`config.mk`:
```
export PLATFORM = sky130hd
export DESIGN_NAME = fanout_dispatch_rr
export DESIGN_NICKNAME = d
export VERILOG_FILES = /design/src/rtl/fanout_dispatch_rr.sv
export SDC_FILE = /design/constraint.sdc
export NUM_CORES = 1
export LEC_CHECK = 0
export BUFFER_PORTS_ARGS = -buffer_cell sky130_fd_sc_hd__buf_2
export CAP_MARGIN = 30
export CORE_UTILIZATION = 40
export DETAILED_ROUTE_END_ITERATION = 10
export GPL_ROUTABILITY_DRIVEN = 0
export PLACE_DENSITY = 0.61
export SYNTH_ARGS = -nofsm -noshare
export SYNTH_HDL_FRONTEND = slang
export SYNTH_SLANG_ARGS = --single-unit
```
`constraint.sdc`:
```
create_clock -name clk -period 5.46 [get_ports clk]
set_input_delay 0.273 -clock clk [delete_from_list [all_inputs] [get_ports clk]]
set_output_delay 0.273 -clock clk [all_outputs]
set_load 0.01 [all_outputs]
```
`src/rtl/fanout_dispatch_rr.sv`:
```
// fanout_dispatch_rr: buffers one valid/ready input stream in a small FIFO and
// deals the words out to NUM_OUT child channels in strict round-robin order.
// Optional feature macro: FANOUT_SKIP_EN -- when defined, a target that stalls
// for STALL_LIMIT cycles is skipped and the head word is re-offered to the next
// channel; when undefined, no stall counter exists and skip_pulse is tied 0.
module fanout_dispatch_rr #(
  parameter int unsigned DATA_W      = 32,
  parameter int unsigned NUM_OUT     = 5,
  parameter int unsigned FIFO_DEPTH  = 4,
  parameter int unsigned STALL_LIMIT = 8
) (
  input  logic                            clk,
  input  logic                            rst,
  input  logic                            in_valid,
  output logic                            in_ready,
  input  logic [DATA_W-1:0]               in_data,
  output logic [NUM_OUT-1:0]              out_valid,
  input  logic [NUM_OUT-1:0]              out_ready,
  output logic [DATA_W-1:0]               out_data,
  output logic [$clog2(NUM_OUT)-1:0]      tgt_ptr,
  output logic [$clog2(FIFO_DEPTH):0]     fifo_count,
  output logic                            skip_pulse
);

  localparam int unsigned PTR_W = $clog2(NUM_OUT);
  localparam int unsigned AW    = $clog2(FIFO_DEPTH);
  localparam int unsigned CNT_W = AW + 1;

  // Elaboration-time guard on the legal parameter ranges
  if (NUM_OUT < 2 || NUM_OUT > 16 || FIFO_DEPTH < 2 ||
      (FIFO_DEPTH & (FIFO_DEPTH - 1)) != 0 || STALL_LIMIT < 1) begin : g_param_check
    $error("fanout_dispatch_rr: illegal parameter combination");
  end

  logic [DATA_W-1:0]  mem [FIFO_DEPTH];
  logic [AW-1:0]      rd_ptr;
  logic [AW-1:0]      wr_ptr;
  logic [AW-1:0]      rd_nxt;
  logic [AW-1:0]      wr_nxt;
  logic [CNT_W-1:0]   count_nxt;
  logic [PTR_W-1:0]   tgt_nxt;
  logic               ready_nxt;
  logic [NUM_OUT-1:0] valid_nxt;
  logic [DATA_W-1:0]  head_nxt;
  logic               push_c;
  logic               pop_c;
  logic               skip_c;

  // Handshakes: push on the input side, pop only on the current target channel
  assign push_c = in_valid && in_ready;
  assign pop_c  = out_valid[tgt_ptr] && out_ready[tgt_ptr];

`ifdef FANOUT_SKIP_EN
  localparam int unsigned STALL_W = $clog2(STALL_LIMIT + 1);

  logic [STALL_W-1:0] stall_cnt;
  logic [STALL_W-1:0] stall_nxt;

  // Stall counting: clears on pop or empty, fires a skip on the limit cycle
  always_comb begin
    stall_nxt = stall_cnt;
    skip_c    = 1'b0;
    if (pop_c || fifo_count == '0) begin
      stall_nxt = '0;
    end else if (out_valid != '0) begin
      if (stall_cnt == STALL_W'(STALL_LIMIT - 1)) begin
        stall_nxt = '0;
        skip_c    = 1'b1;
      end else begin
        stall_nxt = stall_cnt + STALL_W'(1);
      end
    end
  end

  // Stall counter and one-cycle skip indication
  always_ff @(posedge clk or posedge rst) begin
    if (rst) begin
      stall_cnt  <= '0;
      skip_pulse <= 1'b0;
    end else begin
      stall_cnt  <= stall_nxt;
      skip_pulse <= skip_c;
    end
  end
`else
  assign skip_c     = 1'b0;
  assign skip_pulse = 1'b0;
`endif

  // Next-state for pointers, occupancy, target and the registered outputs
  always_comb begin
    rd_nxt    = rd_ptr;
    wr_nxt    = wr_ptr;
    count_nxt = fifo_count;
    tgt_nxt   = tgt_ptr;
    if (pop_c) begin
      rd_nxt = rd_ptr + AW'(1);
    end
    if (push_c) begin
      wr_nxt = wr_ptr + AW'(1);
    end
    case ({push_c, pop_c})
      2'b10:   count_nxt = fifo_count + CNT_W'(1);
      2'b01:   count_nxt = fifo_count - CNT_W'(1);
      default: count_nxt = fifo_count;
    endcase
    if (pop_c || skip_c) begin
      tgt_nxt = (tgt_ptr == PTR_W'(NUM_OUT - 1)) ? '0 : tgt_ptr + PTR_W'(1);
    end
    ready_nxt = (count_nxt < CNT_W'(FIFO_DEPTH));
    valid_nxt = (count_nxt != '0) ? (NUM_OUT'(1) << tgt_nxt) : '0;
    // A word written into the slot that becomes the head is forwarded directly
    head_nxt  = (push_c && wr_ptr == rd_nxt) ? in_data : mem[rd_nxt];
  end

  // FIFO storage; contents need no reset since occupancy gates visibility
  always_ff @(posedge clk) begin
    if (push_c) begin
      mem[wr_ptr] <= in_data;
    end
  end

  // Control state and registered outputs
  always_ff @(posedge clk or posedge rst) begin
    if (rst) begin
      rd_ptr     <= '0;
      wr_ptr     <= '0;
      fifo_count <= '0;
      tgt_ptr    <= '0;
      in_ready   <= 1'b0;
      out_valid  <= '0;
      out_data   <= '0;
    end else begin
      rd_ptr     <= rd_nxt;
      wr_ptr     <= wr_nxt;
      fifo_count <= count_nxt;
      tgt_ptr    <= tgt_nxt;
      in_ready   <= ready_nxt;
      out_valid  <= valid_nxt;
      out_data   <= head_nxt;
    end
  end

endmodule

```
==> reports/results.tsv <==
metric	value	unit
total grt overflow	0	
number of buffers created by CTS	17	
worst-margin pin slew	966.1	ps
WL per Instance	16.55	um
final instance area	0.009963	mm^2
commonest non-fill, non-tap cells in the layout	nor2_1 (256), mux2i_1 (156), edfxtp_1 (128)	
CP bufs+invs	2	
Primary FF master, synth	edfxtp_1	
DRC Markers	0	
Max VDD drop	0.0002482	V
worst hold slack	41.39	ps
Most Crowded Layer GR	met2	
clock transition at the registers of the reported paths	60	ps
Post-Syn Area	0.008758	mm^2
CP delay by family, top	compound AO/OA/AOI/OAI gates	
sequential share of the synthesized area	0.5760	
relative slew slack	0.3560	
Final Skew	9.898	ps
TritonCTS clock tree	done	
CP Launch Point	tgt_ptr[1]	
root buffer cell	clkbuf_16	
Die Wd	150.0	um
Syn. warnings	0	
Finished Layout Cells	1138	
total power draw	5.673	mW
Tot GR Track Use	0.1777	
#FFs+latches synth	176	
Final setup viols	0	
Cell Area, Placed	0.009383	mm^2
Max Freq	271.2	MHz
Via density	5.054	
Post-synth EDFFs	128	
post_cts resized	0	
worst-path fanout max	32	
Max Transition Viols Final	0	
Lkg Pwr	4.471	nW
Clock Latency Late Sink	430	ps
Worst Setup Path Type	reg -> reg	
Setup Fix Bufs, Post-CTS	0	
vias in the first global route	5580	
die height	150.0	um
minimum clock period	3688	ps
layout cells sized above 1	0.1553	
final period utilization	0.6754	
DRT Pass-1 Iters	4	
met2 GRT Util	0.3028	
diodes inserted	0	
initial antenna violation count	1	
global-route track usage on met1	0.2313	
floorplan row count	53	
Port-buffer cells	83	
# placed instances	1105	
first-pass GRT wire length	29960	um
Mapped Cells	787	
max cap viols	0	
WL final	18830	um
unrepaired setup endpoints after global routing	false	
worst path required time	5760	ps
Power Density	569.4	mW/mm^2
setup TNS	0	ps
status	finished, final reports clean	
H-tree levels	4	
syn nets	835	
ys async rst share	0.2727	
R2R Path Start	tgt_ptr[1]	
Clock Sinks	176	
crit-path max cell delay	540	ps
initial core utilization	0.4127	
DIE AREA	0.02249	mm^2
NumNets Final	898	
CP cell instances	a31oi_1 > or2_1 > a21o_4 > clkinv_4 > xnor2_1 > o41a_2 > buf_4 > mux2_1	
Post-CTS Hold Buffers	0	
Ports	85	
1st-iter DRT viols	252	
Startpoint Class	register	
type of the most critical hold path	in -> async	
most common cell after layout, fill and taps aside	nor2_1	
CP Capture Type	register	
Final Hold Fails	0	
largest net degree at the start of global routing	49	
grt met3 use	0.03140	
Vias	5751	
Area Growth Syn to Fin	13.76	%
CP max stage cell	o41a_2	
Clock Tree Buf Depth	2	
core area	0.02122	mm^2
number of routed nets with antenna violations	0	
CP arrival	3990	ps
syn_area_per_cell	11.13	um^2
hpwl dp	10790	um
Netlist cell types	45	
## worst register-to-register path: stages, from the launching register on
cell      delay, ps
dfrtp_1         490
a31oi_1         260
or2_1           240
a21o_4          500
clkinv_4        420
xnor2_1         270
o41a_2          540
buf_4           460
mux2_1          380
## power breakdown
part / switching, mW / internal, mW / leakage [nW]
logic: 1.54 / 1.01 / 2.47
registers: 0.177 / 1.79 / 1.72
clock network: 0.479 / 0.672 / 0.279
total: 2.20 / 3.48 / 4.47
## final timing paths
check                               endpoint  slack [ps]  cells after the start
worst max-delay path             out_data[5]        1770                      8
worst min-delay path            out_data[31]          40                      3
worst max register to register   out_data[5]        1770                      8
worst min register to register      in_ready         520                      1
max in group asynchronous       out_data[14]        4930                      3
min in group clk                  mem[1][30]          80                      1
## through the flow
| stage | utilization | setup WS, ps |
|---|---|---|
| global placement | 0.4412 | 1812 |
| floorplan | - | 2229 |
| global route | 0.4695 | 1504 |
| finish | 0.4695 | 1772 |
| CTS | 0.4686 | 1720 |
| detailed placement | 0.4422 | 1750 |
## Yosys cell counts, types with 3 or more instances
cell type  instances  area share
mux2i_1          156        0.18
buf_2             15      0.0086
buf_6              4      0.0051
nand2b_1           3      0.0021
dfrtp_1           48        0.14
ha_1               7       0.010
xnor2_1            5      0.0050
nand4_1           32       0.023
nand2_1            9      0.0039
xor2_1             3      0.0030
clkbuf_1          29       0.012
a31oi_1            3      0.0021
nor2_1           256        0.11
edfxtp_1         128        0.44
and3_1             6      0.0043
inv_1             42       0.018
nand3b_1           3      0.0026
## sequential cells by signal (all words and copies together), names as in the netlist
| signal | flops |
|---|---|
| in_ready | 1 |
| fifo_count | 3 |
| rd_ptr | 2 |
| mem | 128 |
| tgt_ptr | 3 |
| out_data | 32 |
| out_valid | 5 |
| wr_ptr | 2 |
## metal layers
layer / wire [um] / part of all wire
met1: 8719 / 0.46
met2: 9213 / 0.49
met3: 674 / 0.036
met4: 212 / 0.011
met5: 13 / 0.00069
## area by class of cell
| cell class | count | area (um^2) |
|---|---|---|
| Fill cell | 1966 | 11260 |
| Sequential cell | 176 | 5045 |
| Multi-Input combinational cell | 519 | 3332 |
| Clock buffer | 28 | 539.3 |
| Timing Repair Buffer | 93 | 515.5 |
| Tap cell | 275 | 344.1 |
| Inverter | 43 | 166.4 |
| Clock inverter | 4 | 21.27 |
## kinds of logic (layout without fill, tap and decap cells)
| group | after synthesis | in the layout | share of synthesized area |
|---|---|---|---|
| xor+xnor | 8 | 8 | 0.008000 |
| fa+ha+maj | 8 | 8 | 0.01229 |
| other cells | 1 | 1 | 0.0004282 |
| flops | 176 | 176 | 0.5760 |
| buf+inv | 92 | 168 | 0.04600 |
| compound gates | 22 | 22 | 0.01886 |
| mux | 159 | 159 | 0.1821 |
| simple gates | 321 | 321 | 0.1563 |
No activity file was read; power rests on OpenSTA's default activity.
